File: src/rtl/mem_req_arbiter_if.sv
// Bus bundle between the cpu fetch/data paths, the memory port and mem_req_arbiter.
// Ports (all signals, named from the arbiter's point of view):
//   fetch  : i_req_valid_i, i_addr_i -> i_gnt_o, i_rsp_valid_o, i_rsp_data_o
//   data   : d_req_valid_i, d_req_we_i, d_addr_i, d_size_i, d_wr_data_i
//            -> d_gnt_o, d_rsp_valid_o, d_rsp_data_o, d_wr_done_o
//   memory : rd_req_valid_o, wr_req_valid_o, req_is_instr_o, req_address_o, wr_data_o,
//            req_access_size_o <- mem_data_valid_i, mem_data_i, write_done_i
//   status : err_o
// Modports: slave = the arbiter, master = the environment driving requests and responses.
interface mem_req_arbiter_if #(
    parameter int unsigned PADDR_WIDTH = 32,
    parameter int unsigned LINE_WIDTH  = 128,
    parameter int unsigned SIZE_WIDTH  = 2
);
    logic                   i_req_valid_i;
    logic [PADDR_WIDTH-1:0] i_addr_i;
    logic                   i_gnt_o;
    logic                   i_rsp_valid_o;
    logic [LINE_WIDTH-1:0]  i_rsp_data_o;

    logic                   d_req_valid_i;
    logic                   d_req_we_i;
    logic [PADDR_WIDTH-1:0] d_addr_i;
    logic [SIZE_WIDTH-1:0]  d_size_i;
    logic [LINE_WIDTH-1:0]  d_wr_data_i;
    logic                   d_gnt_o;
    logic                   d_rsp_valid_o;
    logic [LINE_WIDTH-1:0]  d_rsp_data_o;
    logic                   d_wr_done_o;

    logic                   rd_req_valid_o;
    logic                   wr_req_valid_o;
    logic                   req_is_instr_o;
    logic [PADDR_WIDTH-1:0] req_address_o;
    logic [LINE_WIDTH-1:0]  wr_data_o;
    logic [SIZE_WIDTH-1:0]  req_access_size_o;
    logic                   mem_data_valid_i;
    logic [LINE_WIDTH-1:0]  mem_data_i;
    logic                   write_done_i;

    logic                   err_o;

    modport slave (
        input  i_req_valid_i, i_addr_i,
        output i_gnt_o, i_rsp_valid_o, i_rsp_data_o,
        input  d_req_valid_i, d_req_we_i, d_addr_i, d_size_i, d_wr_data_i,
        output d_gnt_o, d_rsp_valid_o, d_rsp_data_o, d_wr_done_o,
        output rd_req_valid_o, wr_req_valid_o, req_is_instr_o, req_address_o, wr_data_o,
        output req_access_size_o,
        input  mem_data_valid_i, mem_data_i, write_done_i,
        output err_o
    );

    modport master (
        output i_req_valid_i, i_addr_i,
        input  i_gnt_o, i_rsp_valid_o, i_rsp_data_o,
        output d_req_valid_i, d_req_we_i, d_addr_i, d_size_i, d_wr_data_i,
        input  d_gnt_o, d_rsp_valid_o, d_rsp_data_o, d_wr_done_o,
        input  rd_req_valid_o, wr_req_valid_o, req_is_instr_o, req_address_o, wr_data_o,
        input  req_access_size_o,
        output mem_data_valid_i, mem_data_i, write_done_i,
        input  err_o
    );
endinterface

File: src/rtl/mem_req_arbiter.sv
// Shares the single unified memory port between the instruction-fetch and data paths.
// Owns one outstanding transaction: arbitrates only in IDLE, issues a registered request,
// remembers the owner and routes the read response (or write completion) back to it.
// Ports:
//   clk_i  - clock, rising edge
//   rst_i  - asynchronous reset, active-low
//   bus    - mem_req_arbiter_if.slave (fetch, data, memory and error signals)
// Configuration:
//   MEM_ARB_RR_EN defined   - round-robin tie break (path not granted last wins; first tie -> fetch)
//   MEM_ARB_RR_EN undefined - fixed priority, data wins ties
// Issued address/size/owner/write data hold their last value until the next grant.
module mem_req_arbiter #(
    parameter int unsigned PADDR_WIDTH = 32,
    parameter int unsigned LINE_WIDTH  = 128,
    parameter int unsigned SIZE_WIDTH  = 2
) (
    input  logic             clk_i,
    input  logic             rst_i,
    mem_req_arbiter_if.slave bus
);
    localparam logic [1:0] ST_IDLE    = 2'b00;
    localparam logic [1:0] ST_RD_WAIT = 2'b01;
    localparam logic [1:0] ST_WR_WAIT = 2'b10;

    localparam logic [SIZE_WIDTH-1:0] SIZE_WORD = SIZE_WIDTH'(2'b10);

    logic [1:0]             state_q, state_d;
    logic                   i_gnt_q, i_gnt_d;
    logic                   d_gnt_q, d_gnt_d;
    logic                   i_rsp_valid_q, i_rsp_valid_d;
    logic [LINE_WIDTH-1:0]  i_rsp_data_q, i_rsp_data_d;
    logic                   d_rsp_valid_q, d_rsp_valid_d;
    logic [LINE_WIDTH-1:0]  d_rsp_data_q, d_rsp_data_d;
    logic                   d_wr_done_q, d_wr_done_d;
    logic                   rd_req_q, rd_req_d;
    logic                   wr_req_q, wr_req_d;
    logic                   is_instr_q, is_instr_d;
    logic [PADDR_WIDTH-1:0] addr_q, addr_d;
    logic [LINE_WIDTH-1:0]  wr_data_q, wr_data_d;
    logic [SIZE_WIDTH-1:0]  size_q, size_d;
    logic                   owner_instr_q, owner_instr_d;
    logic                   err_q, err_d;
    logic                   pick_data, pick_fetch;
    logic                   stray_rd, stray_wr;
`ifdef MEM_ARB_RR_EN
    logic                   last_gnt_instr_q, last_gnt_instr_d;
`endif

    // Next-state, arbitration, response routing and error detection
    always_comb begin
        state_d       = state_q;
        i_gnt_d       = 1'b0;
        d_gnt_d       = 1'b0;
        i_rsp_valid_d = 1'b0;
        d_rsp_valid_d = 1'b0;
        d_wr_done_d   = 1'b0;
        rd_req_d      = 1'b0;
        wr_req_d      = 1'b0;
        i_rsp_data_d  = i_rsp_data_q;
        d_rsp_data_d  = d_rsp_data_q;
        is_instr_d    = is_instr_q;
        addr_d        = addr_q;
        wr_data_d     = wr_data_q;
        size_d        = size_q;
        owner_instr_d = owner_instr_q;
`ifdef MEM_ARB_RR_EN
        last_gnt_instr_d = last_gnt_instr_q;
`endif
        pick_data     = 1'b0;
        pick_fetch    = 1'b0;

        // A response is only legal in its own wait state and never both at once
        stray_rd = bus.mem_data_valid_i && ((state_q != ST_RD_WAIT) || bus.write_done_i);
        stray_wr = bus.write_done_i && ((state_q != ST_WR_WAIT) || bus.mem_data_valid_i);
        err_d    = err_q | stray_rd | stray_wr;

        case (state_q)
            ST_IDLE: begin
`ifdef MEM_ARB_RR_EN
                // On a tie, data wins only if fetch was granted last
                pick_data = bus.d_req_valid_i && (!bus.i_req_valid_i || last_gnt_instr_q);
`else
                pick_data = bus.d_req_valid_i;
`endif
                pick_fetch = bus.i_req_valid_i && !pick_data;

                if (pick_data) begin
                    d_gnt_d       = 1'b1;
                    owner_instr_d = 1'b0;
                    is_instr_d    = 1'b0;
                    addr_d        = bus.d_addr_i;
                    size_d        = bus.d_size_i;
                    if (bus.d_req_we_i) begin
                        wr_req_d  = 1'b1;
                        wr_data_d = bus.d_wr_data_i;
                        state_d   = ST_WR_WAIT;
                    end else begin
                        rd_req_d  = 1'b1;
                        state_d   = ST_RD_WAIT;
                    end
                end else if (pick_fetch) begin
                    i_gnt_d       = 1'b1;
                    owner_instr_d = 1'b1;
                    is_instr_d    = 1'b1;
                    addr_d        = bus.i_addr_i;
                    size_d        = SIZE_WORD;
                    rd_req_d      = 1'b1;
                    state_d       = ST_RD_WAIT;
                end
`ifdef MEM_ARB_RR_EN
                if (pick_data || pick_fetch) begin
                    last_gnt_instr_d = pick_fetch;
                end
`endif
            end
            ST_RD_WAIT: begin
                if (bus.mem_data_valid_i && !bus.write_done_i) begin
                    state_d = ST_IDLE;
                    if (owner_instr_q) begin
                        i_rsp_valid_d = 1'b1;
                        i_rsp_data_d  = bus.mem_data_i;
                    end else begin
                        d_rsp_valid_d = 1'b1;
                        d_rsp_data_d  = bus.mem_data_i;
                    end
                end
            end
            ST_WR_WAIT: begin
                if (bus.write_done_i && !bus.mem_data_valid_i) begin
                    state_d     = ST_IDLE;
                    d_wr_done_d = 1'b1;
                end
            end
            default: state_d = ST_IDLE;
        endcase
    end

    // State and output registers
    always_ff @(posedge clk_i or negedge rst_i) begin
        if (!rst_i) begin
            state_q       <= ST_IDLE;
            i_gnt_q       <= 1'b0;
            d_gnt_q       <= 1'b0;
            i_rsp_valid_q <= 1'b0;
            i_rsp_data_q  <= '0;
            d_rsp_valid_q <= 1'b0;
            d_rsp_data_q  <= '0;
            d_wr_done_q   <= 1'b0;
            rd_req_q      <= 1'b0;
            wr_req_q      <= 1'b0;
            is_instr_q    <= 1'b0;
            addr_q        <= '0;
            wr_data_q     <= '0;
            size_q        <= '0;
            owner_instr_q <= 1'b0;
            err_q         <= 1'b0;
`ifdef MEM_ARB_RR_EN
            last_gnt_instr_q <= 1'b0;
`endif
        end else begin
            state_q       <= state_d;
            i_gnt_q       <= i_gnt_d;
            d_gnt_q       <= d_gnt_d;
            i_rsp_valid_q <= i_rsp_valid_d;
            i_rsp_data_q  <= i_rsp_data_d;
            d_rsp_valid_q <= d_rsp_valid_d;
            d_rsp_data_q  <= d_rsp_data_d;
            d_wr_done_q   <= d_wr_done_d;
            rd_req_q      <= rd_req_d;
            wr_req_q      <= wr_req_d;
            is_instr_q    <= is_instr_d;
            addr_q        <= addr_d;
            wr_data_q     <= wr_data_d;
            size_q        <= size_d;
            owner_instr_q <= owner_instr_d;
            err_q         <= err_d;
`ifdef MEM_ARB_RR_EN
            last_gnt_instr_q <= last_gnt_instr_d;
`endif
        end
    end

    assign bus.i_gnt_o           = i_gnt_q;
    assign bus.i_rsp_valid_o     = i_rsp_valid_q;
    assign bus.i_rsp_data_o      = i_rsp_data_q;
    assign bus.d_gnt_o           = d_gnt_q;
    assign bus.d_rsp_valid_o     = d_rsp_valid_q;
    assign bus.d_rsp_data_o      = d_rsp_data_q;
    assign bus.d_wr_done_o       = d_wr_done_q;
    assign bus.rd_req_valid_o    = rd_req_q;
    assign bus.wr_req_valid_o    = wr_req_q;
    assign bus.req_is_instr_o    = is_instr_q;
    assign bus.req_address_o     = addr_q;
    assign bus.wr_data_o         = wr_data_q;
    assign bus.req_access_size_o = size_q;
    assign bus.err_o             = err_q;

endmodule

File: src/flat_wrapper.sv
// flat-port wrapper written by rule: the top's interface ports become plain ports
module mem_req_arbiter_flat 
#(
    parameter int unsigned PADDR_WIDTH = 32,
    parameter int unsigned LINE_WIDTH  = 128,
    parameter int unsigned SIZE_WIDTH  = 2
)
  (clk_i, rst_i, bus_i_req_valid_i, bus_i_addr_i, bus_i_gnt_o, bus_i_rsp_valid_o, bus_i_rsp_data_o, bus_d_req_valid_i, bus_d_req_we_i, bus_d_addr_i, bus_d_size_i, bus_d_wr_data_i, bus_d_gnt_o, bus_d_rsp_valid_o, bus_d_rsp_data_o, bus_d_wr_done_o, bus_rd_req_valid_o, bus_wr_req_valid_o, bus_req_is_instr_o, bus_req_address_o, bus_wr_data_o, bus_req_access_size_o, bus_mem_data_valid_i, bus_mem_data_i, bus_write_done_i, bus_err_o);
  mem_req_arbiter_if #(.PADDR_WIDTH(PADDR_WIDTH), .LINE_WIDTH(LINE_WIDTH), .SIZE_WIDTH(SIZE_WIDTH)) bus_i ();
  input  logic clk_i;
  input  logic rst_i;
  input wire logic [$bits(bus_i.i_req_valid_i)-1:0] bus_i_req_valid_i;
  input wire logic [$bits(bus_i.i_addr_i)-1:0] bus_i_addr_i;
  output wire logic [$bits(bus_i.i_gnt_o)-1:0] bus_i_gnt_o;
  output wire logic [$bits(bus_i.i_rsp_valid_o)-1:0] bus_i_rsp_valid_o;
  output wire logic [$bits(bus_i.i_rsp_data_o)-1:0] bus_i_rsp_data_o;
  input wire logic [$bits(bus_i.d_req_valid_i)-1:0] bus_d_req_valid_i;
  input wire logic [$bits(bus_i.d_req_we_i)-1:0] bus_d_req_we_i;
  input wire logic [$bits(bus_i.d_addr_i)-1:0] bus_d_addr_i;
  input wire logic [$bits(bus_i.d_size_i)-1:0] bus_d_size_i;
  input wire logic [$bits(bus_i.d_wr_data_i)-1:0] bus_d_wr_data_i;
  output wire logic [$bits(bus_i.d_gnt_o)-1:0] bus_d_gnt_o;
  output wire logic [$bits(bus_i.d_rsp_valid_o)-1:0] bus_d_rsp_valid_o;
  output wire logic [$bits(bus_i.d_rsp_data_o)-1:0] bus_d_rsp_data_o;
  output wire logic [$bits(bus_i.d_wr_done_o)-1:0] bus_d_wr_done_o;
  output wire logic [$bits(bus_i.rd_req_valid_o)-1:0] bus_rd_req_valid_o;
  output wire logic [$bits(bus_i.wr_req_valid_o)-1:0] bus_wr_req_valid_o;
  output wire logic [$bits(bus_i.req_is_instr_o)-1:0] bus_req_is_instr_o;
  output wire logic [$bits(bus_i.req_address_o)-1:0] bus_req_address_o;
  output wire logic [$bits(bus_i.wr_data_o)-1:0] bus_wr_data_o;
  output wire logic [$bits(bus_i.req_access_size_o)-1:0] bus_req_access_size_o;
  input wire logic [$bits(bus_i.mem_data_valid_i)-1:0] bus_mem_data_valid_i;
  input wire logic [$bits(bus_i.mem_data_i)-1:0] bus_mem_data_i;
  input wire logic [$bits(bus_i.write_done_i)-1:0] bus_write_done_i;
  output wire logic [$bits(bus_i.err_o)-1:0] bus_err_o;
  assign bus_i.i_req_valid_i = bus_i_req_valid_i;
  assign bus_i.i_addr_i = bus_i_addr_i;
  assign bus_i_gnt_o = bus_i.i_gnt_o;
  assign bus_i_rsp_valid_o = bus_i.i_rsp_valid_o;
  assign bus_i_rsp_data_o = bus_i.i_rsp_data_o;
  assign bus_i.d_req_valid_i = bus_d_req_valid_i;
  assign bus_i.d_req_we_i = bus_d_req_we_i;
  assign bus_i.d_addr_i = bus_d_addr_i;
  assign bus_i.d_size_i = bus_d_size_i;
  assign bus_i.d_wr_data_i = bus_d_wr_data_i;
  assign bus_d_gnt_o = bus_i.d_gnt_o;
  assign bus_d_rsp_valid_o = bus_i.d_rsp_valid_o;
  assign bus_d_rsp_data_o = bus_i.d_rsp_data_o;
  assign bus_d_wr_done_o = bus_i.d_wr_done_o;
  assign bus_rd_req_valid_o = bus_i.rd_req_valid_o;
  assign bus_wr_req_valid_o = bus_i.wr_req_valid_o;
  assign bus_req_is_instr_o = bus_i.req_is_instr_o;
  assign bus_req_address_o = bus_i.req_address_o;
  assign bus_wr_data_o = bus_i.wr_data_o;
  assign bus_req_access_size_o = bus_i.req_access_size_o;
  assign bus_i.mem_data_valid_i = bus_mem_data_valid_i;
  assign bus_i.mem_data_i = bus_mem_data_i;
  assign bus_i.write_done_i = bus_write_done_i;
  assign bus_err_o = bus_i.err_o;
  mem_req_arbiter #(.PADDR_WIDTH(PADDR_WIDTH), .LINE_WIDTH(LINE_WIDTH), .SIZE_WIDTH(SIZE_WIDTH)) u_core (.clk_i(clk_i), .rst_i(rst_i), .bus(bus_i));
endmodule
File: config.mk
export PLATFORM = sky130hd
export DESIGN_NAME = mem_req_arbiter_flat
export DESIGN_NICKNAME = d
export VERILOG_FILES = /design/src/rtl/mem_req_arbiter_if.sv /design/src/rtl/mem_req_arbiter.sv /design/src/flat_wrapper.sv
export SDC_FILE = /design/constraint.sdc
export NUM_CORES = 1
export LEC_CHECK = 0
export CAP_MARGIN = 20
export CORE_AREA = 2 2 296 298
export DETAILED_ROUTE_END_ITERATION = 10
export DIE_AREA = 0 0 298 300
export PLACE_DENSITY = 0.53
export SYNTH_ARGS = -nofsm -noshare
export SYNTH_HDL_FRONTEND = slang
export SYNTH_SLANG_ARGS = --single-unit
File: constraint.sdc
create_clock -name clk_i -period 3.5 [get_ports clk_i]
set_input_delay 0.35 -clock clk_i [delete_from_list [all_inputs] [get_ports clk_i]]
set_output_delay 0.35 -clock clk_i [all_outputs]
set_load 0.05 [all_outputs]
# Yosys cells after proc, flatten, opt, wreduce, memory -nomap -nowiden
# Index checks and enable logic that the tools add are counted.
dict set report word_totals {
  regBits 429
  in_bits 329
  output_inout_bits 427
  wordCells 73
}
dict set report op_classes {
  n_eq_ne 7
  muxes 31
  bitwise_logic 3
  reduce_logical 17
}
# op count
set op_table {}
lappend op_table {{$mux W32} 2}
lappend op_table {{$mux W1} 21}
lappend op_table {{$mux W2} 7}
lappend op_table {{$reduce_and A3 Y1} 4}
lappend op_table {{$ne A2 B1 Y1 const B} 3}
lappend op_table {{$pmux W2 S3} 1}
lappend op_table {{$logic_and A1 B1 Y1} 5}
lappend op_table {{$logic_not A1 Y1} 3}
lappend op_table {{$ne A3 B2 Y1 const B} 1}
lappend op_table {{$eq A2 B1 Y1 const B} 1}
lappend op_table {{$eq A2 B2 Y1 const B} 1}
lappend op_table {{$logic_not A2 Y1} 1}
lappend op_table {{$logic_or A1 B1 Y1} 2}
lappend op_table {{$ne A2 B2 Y1 const B} 1}
lappend op_table {{$or A1 B1 Y1} 2}
lappend op_table {{$reduce_and A2 Y1} 1}
lappend op_table {{$reduce_bool A2 Y1} 1}
lappend op_table {{$not A1 Y1} 1}

# Longest topological paths before layout
# Gate-level depths: netlist of run 1.
dict set report depth {
  depth_word 5
  depth_mapped 6
  mapped_depth_nobuf 3
}

# Worst setup path before layout of run 1
# Ideal clock, no wire load.
dict set report synth_timing {
  path_type {reg-to-reg}
  startpoint {register, netlist name u_core.bus.req_is_instr_o}
  endpoint {register u_core.d_rsp_data_q[100], in the netlist u_core.bus.d_rsp_data_o[100]}
  setup_ns 0.125
  arrival_ns 1.552
  required_time_ns 3.375
  slack_ns 1.823
  stages_incl_launch_ff 5
  n_path_buf 2
  period_less_slack_ns 1.677
  cell_sequence {dfrtp_1 and2b_4 buf_6 buf_8 mux2_4}
}
# item line
set synth_lines {}
lappend synth_lines {{to (signal assigned)} mem_req_arbiter.sv:167} ;# d_rsp_data_q <= d_rsp_data_d;
lappend synth_lines {{to (decl)} mem_req_arbiter.sv:33} ;# logic [LINE_WIDTH-1:0] d_rsp_data_q, d_rsp_data_d;

# Final worst setup path of run 1
dict set report layout_timing {
  startpoint {register u_core.i_rsp_data_q[58], in the netlist u_core.bus.i_rsp_data_o[58]}
  endpoint {output bus_i_rsp_data_o[58]}
}
# item line
set layout_lines {}
lappend layout_lines {{from (decl)} mem_req_arbiter.sv:31} ;# logic [LINE_WIDTH-1:0] i_rsp_data_q, i_rsp_data_d;
lappend layout_lines {{from (signal assigned)} mem_req_arbiter.sv:165} ;# i_rsp_data_q <= i_rsp_data_d;
lappend layout_lines {{to (decl)} flat_wrapper.sv:16} ;# output wire logic [$bits(bus_i.i_rsp_data_o)-1:0] bus_i_rsp_data_o;
# No word-level cell between the ends.

==> results.py, run 1 <==
metrics = {
    "status": {
        "status": "completed",
    },
    "detailed_routing": {
        "wire_per_inst_microns": 19.0,
        "drt_iter0_drc": 353,
        "first_pass_iters": 4,
        "drcViolationCount": 0,
        "antenna_left": 0,
        "via_per_inst": 3.82,
        "vias": 11200,
        "wl_microns": 56000,
    },
    "pwr": {
        "p_per_area_mw_per_mm2": 1180,
        "vdd_drop_max_mv": 0.633,
        "p_leak_uw": 0.0113,
    },
    "placed_design": {
        "place.gp.congestion": 0.818,
        "dp_hpwl_microns": 42700,
        "portBuffers": 755,
        "placed_area_sq_mm": 0.0258,
        "dp.cells": 2851,
    },
    "sta": {
        "finalSetupTns_ns": 0,
        "fmax_ghz": 0.444,
        "slew_headroom_pct": 35.1,
        "final.period_utilization_pct": 64.4,
        "rsz0062_at_grt": "no",
        "fin_skew_ns": 0.0113,
        "holdWs_ns": 0.114,
        "hold_violations": 0,
        "min_period_ns": 2.25,
        "slew_violations": 0,
        "worstMarginPinSlew_ns": 0.974,
        "finalSetupViolCount": 0,
    },
    "layout": {
        "area_delta_synth_final_pct": 63.1,
        "layout.nets": 2079,
        "fill_cells": 8606,
        "layout-drive-gt1-share_pct": 25.5,
        "layout_common_cells": "753 x clkdlybuf4s50_1, 429 x dfrtp_1, 239 x mux2_2, 109 x mux2_1, 100 x mux2_4",
        "layout_commonest_cell": "clkdlybuf4s50_1",
        "final_cells": 2945,
        "design_area_sq_mm": 0.0274,
    },
    "worst_hold_path": {
        "min_path_type": "in -> reg",
    },
    "critical_path": {
        "r2r_end": "u_core.bus.d_rsp_data_o[17]",
        "crit_chain": "clkdlybuf4s50_1",
        "path_delay_family": "buffers and inverters",
        "r2r_start": "u_core.state_q[1]",
        "cp.depth": 1,
        "path_buf_inv": 1,
        "crit_start": "u_core.bus.i_rsp_data_o[58]",
        "worst_setup_path_start_kind": "register",
        "cpPeakStageDelay_ns": 0.94,
        "critPathMaxFanout": 2,
        "crit_end": "bus_i_rsp_data_o[58]",
        "critPathCaptureType": "primary output",
        "worst_r2r_path_depth": 4,
        "cp_slowest_cell": "clkdlybuf4s50_1",
        "required_ns": 3.15,
        "critPathArrivalTime_ns": 1.90,
        "rrSetupSlack_ns": 1.33,
        "critPathKind": "reg -> out",
    },
    "logic_synthesis": {
        "synth.distinct_cells": 29,
        "syn-num-nets": 1284,
        "syn_area_sq_mm": 0.0168,
        "yosys_warnings": 0,
        "ys_ff_latch": 429,
        "syn_inst": 955,
        "syn-mean-instance-area_sq_um": 17.6,
        "ys_seq_area_share_pct": 63.9,
    },
    "clocking": {
        "cts.repair.resized": 0,
        "cts_tree": "built",
        "htree_levels": 2,
        "clkSlewWorstSetupHoldPaths_ns": 0.06,
        "clock-root-buffer": "clkbuf_16",
        "clk_latency_ns": 0.57,
        "cts.sinks": 429,
        "clockBufferDepth": 3,
        "cts_buffers": 51,
    },
    "grt": {
        "gr-total-overflow": 0,
        "grt_pass1_wl_microns": 83100,
        "grt_max_degree": 102,
        "grt.total_usage_pct": 12.1,
        "grt_pass1_vias": 12600,
        "antenna_found_initial": 5,
    },
    "floorplan": {
        "chipWidth_microns": 298,
        "initial_core_util_pct": 19.5,
        "dieArea_sq_mm": 0.0894,
        "coreArea_sq_mm": 0.0862,
        "placementRows": 108,
        "die_y_microns": 300,
        "io_pins": 756,
    },
    "job": {
        "maxCapViolCount": 0,
    },
}
## flip-flops by register name (all words and copies together) (netlist names)
signal,flops
u_core.bus.d_gnt_o,1
u_core.bus.d_rsp_data_o,128
u_core.bus.d_rsp_valid_o,1
u_core.bus.d_wr_done_o,1
u_core.bus.err_o,1
u_core.bus.i_gnt_o,1
u_core.bus.i_rsp_data_o,128
u_core.bus.i_rsp_valid_o,1
u_core.bus.rd_req_valid_o,1
u_core.bus.req_access_size_o,2
u_core.bus.req_address_o,32
u_core.bus.req_is_instr_o,1
u_core.bus.wr_data_o,128
u_core.bus.wr_req_valid_o,1
u_core.state_q,2
## cells by family after synthesis
group                  share of synthesized area, %
multiplexers                                   32.3
flip-flops                                     63.9
AO/OA/AOI/OAI                                 0.447
buffers and inverters                          2.91
AND/OR/NAND/NOR                               0.506
## Yosys cell counts (all sizes together)
library cell  instances  area (sq um)
mux2                448          5420
dfrtp               429         10700
buf                  49           470
a21oi                 4          20.0
inv                   3          11.3
nor2                  3          11.3
clkbuf                2          7.51
nand2                 2          7.51
a22o                  1          8.76
a2bb2oi               1          8.76
a311oi                1          8.76
and2                  1          6.26
and2b                 1          10.0
and4bb                1          12.5
nand2b                1          6.26
nor3                  1          5.00
nor3b                 1          7.51
nor4b                 1          8.76
nor4bb                1          10.0
o21a                  1          7.51
o21ai                 1          5.00
o21bai                1          7.51
o2bb2ai               1          8.76
## layout make-up
class | count | area (sq um) | area share, %
Clock inverter | 10 | 80.1 | 0.292
Sequential cell | 429 | 10700 | 39.2
Tap cell | 1155 | 1450 | 5.27
Multi-Input combinational cell | 472 | 5590 | 20.4
Antenna cell | 1 | 2.50 | 0.00913
Timing Repair Buffer | 793 | 7980 | 29.1
Clock buffer | 82 | 1570 | 5.71
Inverter | 3 | 11.3 | 0.0411
## how the worst min path moves through the flow
stage / start / endpoint / slack, ns / depth (start not counted)
2_1_floorplan: rst_i / u_core.bus.d_gnt_o / 0.05 / 0
3_3_place_gp: u_core.bus.i_rsp_data_o[28] / u_core.bus.i_rsp_data_o[28] / 0.47 / 1
3_5_place_dp: u_core.bus.i_rsp_data_o[22] / u_core.bus.i_rsp_data_o[22] / 0.48 / 1
4_1_cts: bus_d_req_valid_i / u_core.state_q[0] / 0.06 / 3
5_1_grt: bus_d_req_valid_i / u_core.state_q[0] / 0.10 / 3
6_report: bus_d_req_valid_i / u_core.state_q[0] / 0.11 / 3
## per-stage QoR
stage	utilization (%)	power, uW	setup WS (ns)
2_1_floorplan	-	20500	1.82
3_3_place_gp	29.9	27300	0.925
5_1_grt	31.8	33700	1.14
3_5_place_dp	29.9	27400	0.898
4_1_cts	31.8	32800	1.14
6_report	31.8	32400	1.25
## report_power, final
group,internal [uW],switching (uW),leakage (uW)
Sequential,7440,1410,0.00516
Clock,3110,2070,0.000807
Combinational,6720,11600,0.00536
## repair_timing
action,4_1_cts,5_1_grt
setup endpoints to repair,0,0
hold endpoints to repair,87,0
hold buffers,1,0
buffers inserted,0,0
## worst reg2reg max path: stages, from the launching register on
cell,delay [ns]
dfrtp_1,0.46
and4bb_1,0.36
and2b_4,0.44
buf_12,0.37
mux2_2,0.42
## per-layer routing
layer	GRT usage, %	vias to the layer above	routed length (microns)
met5	0	-	41
met4	4.04	6	1670
met3	4.13	86	4620
met2	21.5	474	28800
met1	13.6	5685	20900
li1	-	4986	-
Power figures use the tool's default switching activity.
==> run 2: changes to the inputs <==
--- a/config.mk
+++ b/config.mk
@@ -6,10 +6,10 @@
 export NUM_CORES = 1
 export LEC_CHECK = 0
 export CAP_MARGIN = 20
-export CORE_AREA = 2 2 296 298
+export CORE_AREA = 2 2 297 299
 export DETAILED_ROUTE_END_ITERATION = 10
-export DIE_AREA = 0 0 298 300
-export PLACE_DENSITY = 0.53
+export DIE_AREA = 0 0 299 301
+export PLACE_DENSITY = 0.52
 export SYNTH_ARGS = -nofsm -noshare
 export SYNTH_HDL_FRONTEND = slang
 export SYNTH_SLANG_ARGS = --single-unit
==> constraint.sdc (replaced) <==
create_clock -name clk_i -period 2.1 [get_ports clk_i]
set_input_delay 0.21 -clock clk_i [delete_from_list [all_inputs] [get_ports clk_i]]
set_output_delay 0.21 -clock clk_i [all_outputs]
set_load 0.05 [all_outputs]
==> run 2 against run 1 <==
  * Sequential power up 67%
  * Sequential cell count unchanged
  * Power up 68%
  * Count of clock-buffer cells in the layout down 6
  * Global-route usage up 0.38 points
  * Setup slack worse by 1.2 ns
  * Combinational power up 68%
  * Largest cell class unchanged
==> results.py, run 2 (same netlist as run 1, synthesis figures left out) <==
metrics = {
    "layout": {
        "layout_commonest_cell": "clkdlybuf4s50_1",
        "fill_cells": 8547,
        "layout.nets": 2108,
        "layout-drive-gt1-share_pct": 28.2,
        "final_cells": 2973,
        "final_util_pct": 32.1,
        "final-seq-area_sq_mm": 0.0107,
        "multiInputGateArea_sq_mm": 0.00559,
        "layout_common_cells": "718 x clkdlybuf4s50_1, 429 x dfrtp_1, 239 x mux2_2, 109 x mux2_1, 100 x mux2_4",
        "area_delta_synth_final_pct": 65.2,
    },
    "sta": {
        "worstMarginPinSlew_ns": 0.657,
        "fin_skew_ns": 0.00810,
        "slew_headroom_pct": 56.4,
        "hold_violations": 0,
        "slew_violations": 0,
        "final.period_utilization_pct": 96.7,
        "finalSetupViolCount": 0,
        "min_period_ns": 2.03,
        "rsz0062_at_grt": "no",
        "fmax_ghz": 0.493,
        "worst_slack_ns": 0.0697,
    },
    "critical_path": {
        "required_ns": 1.89,
        "worst_r2r_path_depth": 5,
        "crit_end": "bus_wr_data_o[88]",
        "rrSetupSlack_ns": 0.26,
        "critPathMaxFanout": 2,
        "crit_chain": "clkdlybuf4s50_1",
        "critPathArrivalTime_ns": 1.82,
        "worst_setup_path_start_kind": "register",
        "r2r_end": "u_core.bus.d_rsp_data_o[104]",
        "path_buf_inv": 1,
        "cpPeakStageDelay_ns": 0.89,
        "crit_start": "u_core.bus.wr_data_o[88]",
        "cp.depth": 1,
        "cp_slowest_cell": "clkdlybuf4s50_1",
        "critPathKind": "reg -> out",
        "path_delay_family": "buffers and inverters",
        "critPathCaptureType": "primary output",
        "r2r_start": "u_core.state_q[1]",
    },
    "grt": {
        "grt_pass1_wl_microns": 84900,
        "grt_max_degree": 73,
        "grt_pass1_vias": 12700,
        "grt.total_usage_pct": 12.5,
        "antenna_found_initial": 8,
        "gr-total-overflow": 0,
    },
    "floorplan": {
        "chipWidth_microns": 299,
        "io_pins": 756,
        "die_y_microns": 301,
        "initial_core_util_pct": 19.4,
        "placementRows": 108,
        "coreArea_sq_mm": 0.0865,
        "dieArea_sq_mm": 0.0900,
    },
    "clocking": {
        "clock-root-buffer": "clkbuf_16",
        "clockBufferDepth": 3,
        "cts_buffers": 50,
        "cts.sinks": 429,
        "post_cts.repair.setup_buffers": 0,
        "clk_latency_ns": 0.58,
        "clkSlewWorstSetupHoldPaths_ns": 0.06,
        "cts_tree": "built",
        "htree_levels": 2,
    },
    "placed_design": {
        "dp.cells": 2880,
        "portBuffers": 755,
        "dpl_worst_slack_ns": -0.00380,
        "dp_hpwl_microns": 46400,
        "place.gp.congestion": 0.825,
    },
    "pwr": {
        "vdd_drop_max_mv": 1.16,
        "p_per_area_mw_per_mm2": 1960,
        "p_leak_uw": 0.0116,
    },
    "detailed_routing": {
        "drcViolationCount": 0,
        "antenna_left": 0,
        "routed-wl-met2_microns": 29900,
        "via_per_inst": 3.83,
        "first_pass_iters": 4,
        "highest_layer": "met5",
        "wire_per_inst_microns": 19.6,
        "wl_microns": 58400,
        "wl_met1_microns": 21700,
        "vias": 11400,
        "drt_iter0_drc": 314,
        "route.met3.wl_microns": 5160,
    },
    "worst_hold_path": {
        "min_path_type": "in -> async",
    },
    "job": {
        "maxCapViolCount": 0,
    },
    "status": {
        "status": "completed",
    },
}
-- run 2: cell types whose count changed in the layout (fill, tap and decap cells not counted), sizes merged --
cell	change
dlygate4sd3	+1
clkdlybuf4s50	-35
dlymetal6s2s	+3
clkinv	+2
buf	+49
clkbuf	-6
dlygate4sd2	+12
clkinvlp	+1
bufinv	+1
-- run 2: worst min path at each step --
stage                     startpoint                           to  slack (ns)  cells past startpoint
final                          rst_i  u_core.bus.d_rsp_data_o[44]        0.10                      2
after global routing           rst_i  u_core.bus.d_rsp_data_o[44]        0.10                      2
after CTS                      rst_i  u_core.bus.d_rsp_data_o[44]        0.07                      2
after detailed placement       rst_i  u_core.bus.d_rsp_data_o[44]        0.12                      1
after global placement         rst_i  u_core.bus.d_rsp_data_o[44]        0.11                      1
after floorplan                rst_i           u_core.bus.d_gnt_o       -0.09                      0
-- run 2: worst register-to-register path, delay by kind of cell, from the launching register on --
kind          cells  cell delay [ns]
flops             1             0.41
buf+inv           2             0.43
mux               1             0.33
simple gates      2             0.56
-- run 2: layout make-up --
cell class | instances | share of cell area, %
diodes | 1 | 0.00901
multi-input cells | 472 | 20.1
well taps | 1155 | 5.20
repair buffers | 823 | 29.9
clock inverters | 14 | 0.460
clock buffers | 76 | 5.63
inverters | 3 | 0.0406
flip-flops and latches | 429 | 38.7
-- run 2: power breakdown --
group	total (uW)	internal (uW)	switching (uW)
Clock	8850	5340	3510
Sequential	14800	12400	2400
Combinational	30800	11200	19500
Total	54400	29000	25400
-- run 2: what timing repair did --
item,4_1_cts,5_1_grt
hold buffers,2,0
cloned,0,0
gates resized for setup,12,3
hold endpoints to repair,234,0
setup endpoints to repair,12,3
-- run 2: metrics by stage --
stage	area [sq um]	total power, uW	hold WS [ns]	TNS [ns]
floorplan	16800	34200	-0.0856	0
global placement	26100	45900	0.113	-0.111
detailed placement	26100	46100	0.117	-0.0129
CTS	27800	55300	0.0657	0
global route	27800	56700	0.102	0
finish	27800	54400	0.103	0
-- run 2: layer usage --
| metal | global-route usage (%) | up-vias |
|---|---|---|
| li1 | - | 5053 |
| met1 | 13.7 | 5735 |
| met2 | 22.4 | 483 |
| met3 | 4.78 | 97 |
| met4 | 3.80 | 12 |
| met5 | 0 | - |
==> patch, RTL diff (settings of run 1) <==
Take the reset off `i_rsp_data_q` and load it in a clocked block of its own.
--- a/src/rtl/mem_req_arbiter.sv
+++ b/src/rtl/mem_req_arbiter.sv
@@ -144,3 +144,2 @@
             i_rsp_valid_q <= 1'b0;
-            i_rsp_data_q  <= '0;
             d_rsp_valid_q <= 1'b0;
@@ -164,3 +163,2 @@
             i_rsp_valid_q <= i_rsp_valid_d;
-            i_rsp_data_q  <= i_rsp_data_d;
             d_rsp_valid_q <= d_rsp_valid_d;
@@ -180,2 +178,6 @@
         end
+    end
+
+    always_ff @(posedge clk_i) begin
+        i_rsp_data_q <= i_rsp_data_d;
     end
Check against the original RTL: not settled (the Yosys comparison gave no result); the edit may change what the design does.
==> patch against run 1 <==
Total power shrank 15%; worst setup slack lost 0.080 ns; via count shrank 9.9%; design area shrank 1.8%; sequential share of layout area grew 3.1 points; non-clock buffer count shrank 6; sequential cell count is the same; synthesized area shrank 1.8%; routed wire length shrank 6.9%; fmax shrank 3.4%; critical endpoint is now bus_i_rsp_data_o[121]; largest power group unchanged; highest routed layer unchanged.
==> patch: results (changes against run 1) <==
yosys warns=0 (unchanged); Worst Setup SP=u_core.bus.i_rsp_data_o[121] (was u_core.bus.i_rsp_data_o[58]); clk buf depth=3 (unchanged); final WL=52,180 um (was 56,050 um); EDFF count, synth=128 (was 0); initial antenna violation count=1 (was 5); Layout fillers=8,610 (was 8,606); critical path's slowest cell=clkdlybuf4s50_1 (unchanged); power after layout=27,670 uW (was 32,370 uW); GR Util met3=4.206% (was 4.126%); RD Place Congestion=0.8239 (was 0.8178); Synth area leaders=dfrtp_1, edfxtp_1, mux2_4 (was dfrtp_1, mux2_2, mux2_4); Clock power frac=18.5% (was 16.0%); worst vdd ir=0.6700 mV (was 0.6331 mV); GR Layer Usage met2=19.95% (was 21.53%); Mean Syn Cell Area=20.24 um2 (was 17.60 um2); synthesized net count=1,144 (was 1,284); P_sw=11,920 uW (was 15,110 uW); Max-slew headroom=48.30% (was 35.09%); sequential area share after synthesis=68.97% (was 63.88%); met3 WL=4664 um (was 4622 um); PwrDens=1028 nW/um2 (was 1181 nW/um2); via count=10,130 (was 11,240); Placed Area=25,310 um2 (was 25,760 um2); pin count of the biggest net entering global routing=79 (was 102); metal2 WL=26,580 um (was 28,770 um); DP Cell Count=2,719 (was 2,851); TritonCTS buffer count=48 (was 51); antenna diode count=0 (was 1); worst stage delay on the critical path=0.92 ns (was 0.94 ns); drt initial violations=238 (was 353); via/cell ratio=3.605 (was 3.816); Netlist cell types=28 (was 29); GRT Total Usage=11.21% (was 12.14%); Post-Place Worst Slack=0.9872 ns (was 0.8983 ns); Hold Startpoint=bus_d_size_i[1] (was bus_d_req_valid_i); status=completed (unchanged); Post-synth ARST share=70.16% (was 100.0%); clkbuf count=68 (was 82); multi-input gates=346 (was 472); hpwl dp=39,450 um (was 42,700 um); share of cells above drive strength 1=25.21% (was 25.54%); Clock Skew=0.008587 ns (was 0.01131 ns); register fraction of the total cell area=42.27% (was 39.16%); M1 wire length=19,820 um (was 20,940 um); nets=1,944 (was 2,079); Seq. pwr=8170 uW (was 8850 uW); clock tree cell share of total cell area=5.940% (was 6.002%); first-pass GRT wire length=75,920 um (was 83,080 um); P_leak=0.01062 uW (was 0.01133 uW); crit path max fanout=1 (was 2); fraction of area in multi-input gates=16.94% (was 20.40%); Non-Clock Buffer Count=787 (was 793)
-- patch: changes by cell type in the layout (fill, tap and decap cells not counted), moves of 3 or more --
| cell | before | now |
|---|---|---|
| buf_4 | 26 | 21 |
| bufinv_16 | 1 | 5 |
| clkbuf_1 | 16 | 13 |
| clkbuf_16 | 53 | 50 |
| clkbuf_8 | 13 | 5 |
| clkinv_1 | 0 | 9 |
| dfrtp_1 | 429 | 300 |
| edfxtp_1 | 0 | 128 |
| mux2_1 | 109 | 9 |
| mux2_2 | 239 | 111 |
| mux2_4 | 100 | 200 |
-- patch: cells by family (layout without fill, tap and decap cells) --
group | count (synthesis) | count (layout) | synth area share, %
buffers and inverters | 40 | 879 | 3.451
multiplexers | 320 | 320 | 26.40
flip-flops | 429 | 429 | 68.97
AND/OR/NAND/NOR | 16 | 16 | 0.7813
AO/OA/AOI/OAI | 10 | 10 | 0.4021
-- patch: worst register-to-register path: cells and delay by family, from the launching register on --
| family | cells | cell delay, ns |
|---|---|---|
| AND/OR/NAND/NOR | 2 | 0.85 |
| flip-flops | 1 | 0.53 |
| buffers and inverters | 1 | 0.41 |
| multiplexers | 1 | 0.38 |
-- patch: final timing paths --
check | slack, ns | cells after the start | end
worst max-delay path | 1.17 | 1 | bus_i_rsp_data_o[121]
worst min-delay path | 0.32 | 3 | u_core.bus.req_access_size_o[1]
worst max register to register | 1.21 | 4 | u_core.bus.wr_data_o[13]
worst min register to register | 0.49 | 1 | u_core.bus.d_rsp_data_o[125]
max in group asynchronous | 2.16 | 4 | u_core.bus.d_rsp_data_o[120]
min in group asynchronous | 0.40 | 2 | u_core.bus.d_rsp_data_o[103]
